### config.mk
export PLATFORM = sky130hd
export DESIGN_NAME = hazard_control_unit
export DESIGN_NICKNAME = d
export VERILOG_FILES = /design/src/rtl/hazard_control_unit_pkg.sv /design/src/rtl/hazard_control_unit.sv
export SDC_FILE = /design/constraint.sdc
export NUM_CORES = 1
export LEC_CHECK = 0
export CAP_MARGIN = 20
export CORE_ASPECT_RATIO = 0.6
export CORE_MARGIN = 2
export CORE_UTILIZATION = 25
export DETAILED_ROUTE_END_ITERATION = 16
export PLACE_DENSITY = 0.44
export SLEW_MARGIN = 20
export SYNTH_ARGS = -nofsm -noshare
export SYNTH_HDL_FRONTEND = slang
export SYNTH_SLANG_ARGS = --single-unit
export TNS_END_PERCENT = 30
### constraint.sdc
create_clock -name clk -period 4.35 [get_ports clk]
set_clock_uncertainty 0.1 [all_clocks]
set_input_delay 0.6525 -clock clk [delete_from_list [all_inputs] [get_ports clk]]
set_output_delay 0.6525 -clock clk [all_outputs]
set_load 0.03 [all_outputs]
### src/rtl/hazard_control_unit_pkg.sv
// rtl/hazard_control_unit_pkg.sv - shared core defines for the hazard/stall sequencer
package hazard_control_unit_pkg;

  typedef enum logic {
    HZD_IDLE    = 1'b0,
    HZD_MD_BUSY = 1'b1
  } hzd_state_t;

  localparam int MD_MAX_CYCLES_DEF = 40;

endpackage

### src/rtl/hazard_control_unit.sv
// rtl/hazard_control_unit.sv - load-use bubble, mul/div freeze and redirect flush sequencer
// Stall/flush enables are combinational so a release lands on the same edge as md_done.
module hazard_control_unit
  import hazard_control_unit_pkg::*;
#(
  parameter int MD_MAX_CYCLES = MD_MAX_CYCLES_DEF,
  parameter int CNT_W         = 32
) (
  input  logic             clk,
  input  logic             rst,
  input  logic [4:0]       rs1_id,
  input  logic [4:0]       rs2_id,
  input  logic             rs1_used_id,
  input  logic             rs2_used_id,
  input  logic [4:0]       rd_ex,
  input  logic             mem_read_ex,
  input  logic             md_valid_ex,
  input  logic             md_done,
  input  logic             redirect_ex,
  output logic             pc_stall,
  output logic             if_id_stall,
  output logic             id_ex_stall,
  output logic             if_id_flush,
  output logic             id_ex_flush,
  output logic             ex_mem_bubble,
  output logic             md_start,
  output logic             md_timeout,
  output logic [CNT_W-1:0] stall_cycles
);

  localparam int WD_W = $clog2(MD_MAX_CYCLES + 1);

  hzd_state_t      state;
  logic [WD_W-1:0] wd_cnt;
  logic            lu;
  logic            wd_expire;

  assign lu = mem_read_ex && (rd_ex != 5'd0) &&
              ((rs1_used_id && (rs1_id == rd_ex)) ||
               (rs2_used_id && (rs2_id == rd_ex)));

  always_comb begin
    pc_stall      = 1'b0;
    if_id_stall   = 1'b0;
    id_ex_stall   = 1'b0;
    if_id_flush   = 1'b0;
    id_ex_flush   = 1'b0;
    ex_mem_bubble = 1'b0;
    md_start      = 1'b0;
    wd_expire     = 1'b0;
    if (!rst) begin
      case (state)
        HZD_IDLE: begin
          if (redirect_ex) begin
            if_id_flush = 1'b1;
            id_ex_flush = 1'b1;
          end else if (md_valid_ex) begin
            md_start      = 1'b1;
            pc_stall      = 1'b1;
            if_id_stall   = 1'b1;
            id_ex_stall   = 1'b1;
            ex_mem_bubble = 1'b1;
          end else if (lu) begin
            pc_stall    = 1'b1;
            if_id_stall = 1'b1;
            id_ex_flush = 1'b1;
          end
        end
        HZD_MD_BUSY: begin
          // Load-use and redirect are masked: EX is occupied by the mul/div op.
          if (md_done) begin
            wd_expire = 1'b0;
          end else if (wd_cnt == WD_W'(MD_MAX_CYCLES)) begin
            wd_expire = 1'b1;
          end else begin
            pc_stall      = 1'b1;
            if_id_stall   = 1'b1;
            id_ex_stall   = 1'b1;
            ex_mem_bubble = 1'b1;
          end
        end
        default: wd_expire = 1'b0;
      endcase
    end
  end

  always_ff @(posedge clk) begin
    if (rst) begin
      state        <= HZD_IDLE;
      wd_cnt       <= '0;
      md_timeout   <= 1'b0;
      stall_cycles <= '0;
    end else begin
      if (pc_stall) begin
        stall_cycles <= stall_cycles + CNT_W'(1);
      end
      case (state)
        HZD_IDLE: begin
          if (md_start) begin
            state  <= HZD_MD_BUSY;
            wd_cnt <= WD_W'(1);
          end
        end
        HZD_MD_BUSY: begin
          if (md_done || wd_expire) begin
            state  <= HZD_IDLE;
            wd_cnt <= '0;
            if (wd_expire) begin
              md_timeout <= 1'b1;
            end
          end else begin
            wd_cnt <= wd_cnt + WD_W'(1);
          end
        end
        default: state <= HZD_IDLE;
      endcase
    end
  end

endmodule

---- Word level (Yosys, flattened, before mapping) ----
Index checks and enable logic that the tools add are counted.
operators by class
  equality and inequality tests ........... 4
  add/sub/neg operators ................... 2
  reduce and logical (&&, ||, !) cells .... 8
  bitwise logic cells ..................... 1
  mux-type cells .......................... 30
operators with widths
  operator                                                         number
  32-bit by 1-bit adder with 32-bit output, second input constant  1
  1-bit 2-to-1 mux                                                 24
  6-bit 2-to-1 mux                                                 2
  6-bit case mux with 2 select lines                               1
  5-bit equality test                                              2
  6-bit by 1-bit adder with 6-bit output, second input constant    1
  6-bit equality test, second input constant                       1
  1-bit case mux with 2 select lines                               3
  5-bit nonzero test                                               1
  1-bit logical AND                                                4
  3-bit AND reduction                                              1
  1-bit logical OR                                                 2
  2-bit inequality test, second input constant                     1
  1-bit NOT                                                        1
word-level totals
  output and inout bits ................... 40
  flip-flop bits (word level) ............. 40

---- Longest topological paths before layout ----
Gate-level depths: netlist of the first run.
  word-level depth ........................ 9
  mapped depth ............................ 10
  depth with buffers taken out ............ 8

---- Worst setup path before layout of the first run ----
Ideal clock, no wire load.
  path type ............................... input to output
  start point ............................. input port rd_ex[1]
  end point ............................... output port pc_stall
  stages on the path ...................... 6
  path buffers ............................ 1
  slack ................................... 1.464 ns
  arrival ................................. 2.133 ns
  path through ............................ or4_1 -> o21ai_1 -> nor2b_1 -> o31ai_1 -> inv_1 -> buf_4
on the way
  word-level cells in the longest chain between the ends .. 9
  elaborated cells on any way between the ends .. 13
  classes of those cells .................. 2 x eq/ne; 5 x mux; 6 x reduce/logical
RTL lines
  item                                    line                                                  source
  start: declaration                      hazard_control_unit.sv:15                             input logic [4:0] rd_ex,
  5-bit equality test (on tied branches)  hazard_control_unit.sv:39, hazard_control_unit.sv:40
  1-bit logical AND (on tied branches)    hazard_control_unit.sv:39, hazard_control_unit.sv:40
  1-bit logical OR                        hazard_control_unit.sv:39                             ((rs1_used_id && (rs1_id == rd_ex)) ||
  1-bit logical AND (*)                   hazard_control_unit.sv:38                             assign lu = mem_read_ex && (rd_ex != 5'd0) &&
  1-bit 2-to-1 mux (*) (3 in a row)       n/a
  1-bit case mux with 2 select lines (*)  n/a
  1-bit 2-to-1 mux (*)                    n/a
  end: declaration                        hazard_control_unit.sv:20                             output logic pc_stall,
Mark *: on every way between the ends. The rest lies on a longest branch, timed or not.

---- Worst setup path after layout of the first run ----
  start point ............................. input port rd_ex[1]
  end point ............................... output port pc_stall
on the way
  word-level cells in the longest chain between the ends .. 9
  elaborated cells on any way between the ends .. 13
  classes of those cells .................. 2 x eq/ne; 5 x mux; 6 x reduce/logical
RTL lines
  item                                    line                                                  source
  5-bit equality test (on tied branches)  hazard_control_unit.sv:39, hazard_control_unit.sv:40
  1-bit logical AND (on tied branches)    hazard_control_unit.sv:39, hazard_control_unit.sv:40
  1-bit logical OR                        hazard_control_unit.sv:39
  1-bit logical AND (*)                   hazard_control_unit.sv:38
  1-bit 2-to-1 mux (*)                    hazard_control_unit.sv:63                             end else if (lu) begin
  1-bit 2-to-1 mux (*)                    hazard_control_unit.sv:57                             end else if (md_valid_ex) begin
  1-bit 2-to-1 mux (*)                    hazard_control_unit.sv:54                             if (redirect_ex) begin
  1-bit case mux with 2 select lines (*)  hazard_control_unit.sv:52                             case (state)
  1-bit 2-to-1 mux (*)                    hazard_control_unit.sv:51                             if (!rst) begin
Marks and branches as above.

==> impl_metrics.csv, run 1 <==
group,metric,value,unit
outcome,status,"complete, no violations",
sta,period_needed,3710,ps
logic_synthesis,ys_ff_latch,40,
cells_and_area,diodes,0,
cells_and_area,fin_nets,351,
cells_and_area,final_cell_mix,"clkdlybuf4s50_1, dfxtp_1, a21oi_1, o21ai_0, or3_1",
drt,vias,2259,
drt,drc,0,
die,ioPinCount,63,
logic_synthesis,synth-seq-area-share,36.2,%
setup_path,timing.rr.start,"wd_cnt[0]",
logic_synthesis,postSynthCellCount,272,
logic_synthesis,synth_adder_area_share,1.70,%
place,io_buffers,62,
grt,grt_start_max_net_pins,58,
worst_hold_path,hp-start,"md_timeout",
logic_synthesis,syn_nets,298,
setup_path,crit_start,"rd_ex[1]",
logic_synthesis,muxShareOfSynthArea,0.905,%
drt,dr.first_iter.drc_count,113,
grt,grt_pass1_vias,2019,
drt,drtPass1Iterations,4,
logic_synthesis,ys.flop_type,"dfxtp_1",
logic_synthesis,synth-xor-area-share,4.75,%
cells_and_area,final_core_util,35.4,%
drt,drt-total-wl,6.51,mm
drt,drt-vias-per-instance,5.17,
cts,clkSinkCount,40,
logic_synthesis,synth_edf_count,0,
worst_hold_path,hold_class,"flip-flop to flip-flop",
logic_synthesis,yosysTopAreaCellShare,36.2,%
die,fp-row-count,26,
cts,hold_buffers,0,
cells_and_area,fillerInstances,914,
cts,clockRootBuffer,"clkbuf_16",
setup_path,required,3600,ps
run,drv_cap,0,
sta,tightest_slew,632,ps
grt,overflow,0,
place,place.gp.congestion,0.780,
power_and_ir_drop,p_leak,0.940,nW
cts,cts_resized,0,
die,die_h,76.9,um
drt,wl_per_cell,14.9,um
logic_synthesis,synth_top_family_by_area,"simple AND/OR/NAND/NOR gates",
cts,htreeDepth,2,
sta,setup_viol,0,
logic_synthesis,syn_area,0.00221,mm^2
cts,insertion_delay,290,ps
sta,finalSetupTns,0,ps
setup_path,endpoint_kind,"output pin",
logic_synthesis,ys_top_cells_by_area,"dfxtp_1, a21oi_1, or3_1",
die,initial_core_util,25.9,%
sta,fin_crit_sh,85.3,%
logic_synthesis,synth_compound_area_share,21.0,%
cts,cts_made_buffers,5,
setup_path,cp_max_fo,3,
sta,maxSlewHeadroom,57.4,%
sta,slew_violations,0,
logic_synthesis,synth_async_sr_flop_share,0,%
logic_synthesis,yosysTopAreaCell,"dfxtp_1",
logic_synthesis,ys_types,41,
die,die-area,0.00964,mm^2
grt,grt_first_pass_wirelength,10.6,mm
die,coreArea,0.00856,mm^2
sta,hold_violations,0,
cts,cts_tree,"yes",
logic_synthesis,synthSimpleGateAreaFrac,29.3,%
drt,ant_nets,0,
logic_synthesis,syn_area_per_cell,8.13,um^2
power_and_ir_drop,power_density,281,mW/mm^2
cells_and_area,layout.area.seq,801,um^2
cts,cts_buffer_depth,2,
sta,rsz0062_at_grt,"false",
sta,fmax,269,MHz
cells_and_area,final_common_cell,"clkdlybuf4s50_1",
setup_path,arrival,2960,ps
cts,path_clk_slew,60,ps
setup_path,critPathKind,"input pin to output pin",
grt,antenna_found_initial,0,
power_and_ir_drop,vdd_drop_max,0.125,mV
grt,grt_use_total,13.8,%
setup_path,cp-start-kind,"input pin",
cells_and_area,drive_gt1_share,4.31,%
place,dp_hpwl,4.67,mm
cts,postCtsSetupBuffers,0,
die,die_x,125,um
logic_synthesis,synth_warnings,0,
cells_and_area,multi_input_area,0.00128,mm^2
cells_and_area,synthToLayoutAreaGrowth,36.9,%
-- Yosys cell counts, types with 2 or more instances --
master,n
a21oi_1,31
buf_2,5
xnor2_1,12
o21ai_0,22
inv_1,5
and4_1,3
nand4_1,16
nand3_1,10
a22o_1,3
and2_1,5
o31ai_1,11
nor2_1,9
clkbuf_1,6
ha_1,3
o21ai_1,3
mux2i_1,2
dfxtp_1,40
buf_4,7
o41ai_1,2
or4_1,10
nor4_1,2
and3_1,8
nor3_1,3
or3_1,18
nor2b_1,3
nor3b_1,2
nand2_1,16
nand2b_1,2
-- registers in the layout (all words and copies together) (netlist names) --
signal	cells
md_timeout	1
stall_cycles	32
state	1
wd_cnt	6
-- through the flow --
step	worst slack (ps)	hold WS (ps)	instances	total power [mW]	instance area [um^2]
detailed placement	614	374	430	0.498	2890
finish	638	378	437	0.852	3030
CTS	622	387	437	0.864	3020
global route	535	428	437	0.892	3030
global placement	636	362	430	0.498	2890
floorplan	1460	352	272	0.452	2210
-- final cells by class --
cell class                      instances  share of cell area (%)
Sequential cell                        40                    26.4
Clock inverter                          1                   0.165
Clock buffer                            6                    4.26
Multi-Input combinational cell        207                    42.4
Tap cell                              112                    4.63
Inverter                                5                   0.620
Timing Repair Buffer                   66                    21.5
-- final timing paths --
kind | end | slack [ps] | cells after the start
setup / recovery | pc_stall | 640 | 8
hold / removal | md_timeout | 380 | 2
setup reg to reg | stall_cycles[17] | 1860 | 9
hold reg to reg | md_timeout | 380 | 2
-- layer usage --
metal  wire, um  share of wire (%)  global-route usage (%)  vias to the layer above
li1           -                  -                       -                     1129
met1       3620                 56                    21.7                     1059
met2       2370                 36                    16.6                       64
met3        455                7.0                    5.44                        7
met4         56               0.86                    3.33                        0
met5          0                  0                       0                        -
-- worst max-delay path, cell delays in order --
cell and delay, ps:
clkdlybuf4s50_1 460, or4_1 580, o21ai_1 180, nor2b_1 90
o31ai_1 200, buf_4 170, inv_1 50, clkdlybuf4s50_1 580
-- cell families after synthesis --
family                   after synthesis
AND/OR/NAND/NOR                      111
AO/OA/AOI/OAI                         79
flip-flops                            40
buffers and inverters                 25
XOR/XNOR                              12
adder cells (fa/ha/maj)                3
multiplexers                           2
-- where the power goes --
| group | internal (mW) | switching [mW] |
|---|---|---|
| Clock | 0.209 | 0.153 |
| Combinational | 0.0511 | 0.0618 |
| Sequential | 0.371 | 0.00614 |
| Total | 0.630 | 0.221 |
No activity file was read; power rests on OpenSTA's default activity.
==> run 2: changes to the inputs <==
--- a/config.mk
+++ b/config.mk
@@ -11,6 +11,7 @@
 export CORE_UTILIZATION = 25
 export DETAILED_ROUTE_END_ITERATION = 16
 export PLACE_DENSITY = 0.44
+export SKIP_CTS_REPAIR_TIMING = 1
 export SLEW_MARGIN = 20
 export SYNTH_ARGS = -nofsm -noshare
 export SYNTH_HDL_FRONTEND = slang
==> results of run 2 <==
Final layout, timing and power as in run 1 (identical DEF).
==> run 3: changes to the inputs <==
==> constraint.sdc (replaced) <==
create_clock -name clk -period 4.35 [get_ports clk]
set_clock_uncertainty 0.1 [all_clocks]
set_input_delay 0.6525 -clock clk [delete_from_list [all_inputs] [get_ports clk]]
set_output_delay 0.6525 -clock clk [all_outputs]
set_load 0.005 [all_outputs]
==> run 3 against run 2 <==
  * Flip-flop and latch count stayed put
  * Maximum frequency rose by 4.1%
  * Non-clock buffer count stayed put
  * Sequential share of layout area about the same
  * Utilization grew 0.059 points
  * Total power about the same
  * Sequential power is essentially flat
  * Clock power is 3% higher
  * Cell area grew 0.17%
==> impl_metrics.csv, run 3 (synthesis results as in run 1) <==
group,metric,value,unit
power_and_ir_drop,p_leak,0.943,nW
run,drv_cap,0,
setup_path,timing.rr.start,"wd_cnt[0]",
cells_and_area,final_common_cell,"clkdlybuf4s50_1",
cts,cts_buffer_depth,2,
grt,grt_pass1_vias,2100,
drt,highest-signal-layer,"met4",
cells_and_area,drive_gt1_share,3.99,%
die,initial_core_util,25.9,%
die,coreArea,0.00856,mm^2
setup_path,reg2reg_to,"stall_cycles[10]",
grt,grt_start_max_net_pins,58,
die,fp-row-count,26,
drt,drc,0,
setup_path,worstRegToRegCells,9,
cts,cts_made_buffers,5,
drt,wl_met3,388,um
worst_hold_path,hp-start,"md_timeout",
setup_path,cp-endpoint,"pc_stall",
drt,dr.first_iter.drc_count,154,
power_and_ir_drop,vdd_drop_max,0.150,mV
drt,wl_met2,2.39,mm
cells_and_area,final_cell_mix,"clkdlybuf4s50_1, dfxtp_1, a21oi_1, o21ai_0, or3_1",
setup_path,cp_slowest_stage_delay,530,ps
sta,hold_violations,0,
cells_and_area,fillerInstances,910,
drt,drt-met1-wl,3.67,mm
place,dp_hpwl,4.71,mm
setup_path,reg2reg_setup_slack,1890,ps
cells_and_area,diodes,0,
power_and_ir_drop,total_power,0.851,mW
sta,rsz0062_at_grt,"false",
drt,drt-vias-per-instance,5.20,
cts,clockRootBuffer,"clkbuf_16",
cells_and_area,final_area,0.00303,mm^2
grt,grt_first_pass_wirelength,11.1,mm
sta,maxSlewHeadroom,26.0,%
setup_path,path_cells,"clkdlybuf4s50_1, xnor2_1, nand4_1, o22ai_1, nor2b_1, o31ai_1, buf_4, inv_1, clkdlybuf4s50_1",
drt,ant_nets,0,
sta,fmax,280,MHz
cts,cts_tree,"yes",
drt,drtPass1Iterations,4,
grt,overflow,0,
cts,clkSinkCount,40,
drt,wl_per_cell,14.8,um
cells_and_area,largest_reg_flops,32,
setup_path,required,3600,ps
cells_and_area,reg_top3,"stall_cycles: 32 flops, wd_cnt: 6 flops",
power_and_ir_drop,power_density,281,mW/mm^2
drt,vias,2277,
die,ioPinCount,63,
sta,tightest_slew,1100,ps
cells_and_area,synthToLayoutAreaGrowth,37.1,%
die,die-area,0.00964,mm^2
setup_path,cp-start-kind,"input pin",
place,place.gp.congestion,0.785,
setup_path,crit_start,"rd_ex[4]",
sta,setup_viol,0,
setup_path,path_common_cell,"clkdlybuf4s50_1",
sta,fin_crit_sh,82.0,%
setup_path,cpMaxStageDelayCell,"clkdlybuf4s50_1",
cells_and_area,regMostFlops,"stall_cycles",
sta,slew_violations,0,
setup_path,arrival,2810,ps
sta,finalSetupTns,0,ps
cells_and_area,fin_nets,351,
grt,antenna_found_initial,0,
cts,htreeDepth,2,
cts,path_clk_slew,60,ps
sta,period_needed,3570,ps
setup_path,endpoint_kind,"output pin",
setup_path,critPathKind,"input pin to output pin",
die,die_h,76.9,um
sta,hold_slack,371,ps
place,io_buffers,62,
grt,grt_use_total,14.3,%
place,placed_cell_area,0.00289,mm^2
worst_hold_path,hold_class,"flip-flop to flip-flop",
cts,insertion_delay,280,ps
outcome,status,"complete, no violations",
die,die_x,125,um
setup_path,cp_max_fo,3,
drt,drt-total-wl,6.49,mm
==> run 3: cell count changes in the layout (fill, tap and decap cells not counted) <==
cell | before | now
clkbuf_8 | 0 | 1
o41ai_2 | 1 | 0
clkbuf_1 | 1 | 2
o41ai_1 | 1 | 2
clkinv_2 | 1 | 0
==> run 3: final cells by class <==
| cell class | count | area, um^2 | share of cell area [%] |
|---|---|---|---|
| multi-input combinational | 207 | 1280 | 42.1 |
| sequential | 40 | 801 | 26.4 |
| tap | 112 | 140 | 4.62 |
| inverter | 5 | 18.8 | 0.619 |
| clock buffer | 8 | 146 | 4.83 |
| timing repair buffer | 66 | 651 | 21.5 |
==> run 3: worst min-delay path by stage <==
stage	end	slack (ps)	cells past startpoint
finish	md_timeout	370	2
CTS	md_timeout	380	2
detailed placement	md_timeout	360	2
global route	md_timeout	420	2
floorplan	wd_cnt[4]	350	1
global placement	md_timeout	360	2
==> run 3: metrics by stage <==
step | setup slack [ps] | util (%) | cells
3_5_place_dp | 772 | 33.7 | 430
6_report | 784 | 35.4 | 438
2_1_floorplan | 1670 | - | 272
3_3_place_gp | 786 | 33.7 | 430
4_1_cts | 780 | 35.4 | 438
5_1_grt | 639 | 35.4 | 438
==> run 3: worst max-delay path, delay by kind of cell <==
family	cells	cell delay [ps]
buffers and inverters	4	1240
AO/OA/AOI/OAI	2	400
XOR/XNOR	1	140
AND/OR/NAND/NOR	2	380
==> run 3: power breakdown <==
part | switching [mW] | internal (mW)
Clock | 0.145 | 0.229
Sequential | 0.00579 | 0.371
Combinational | 0.0500 | 0.0508
Total | 0.201 | 0.650
==> run 3: per-layer routing <==
metal / up-vias / global-route usage [%]
li1: 1132 / -
met1: 1076 / 22.8
met2: 64 / 18.1
met3: 5 / 4.12
met4: 0 / 3.33
met5: - / 0
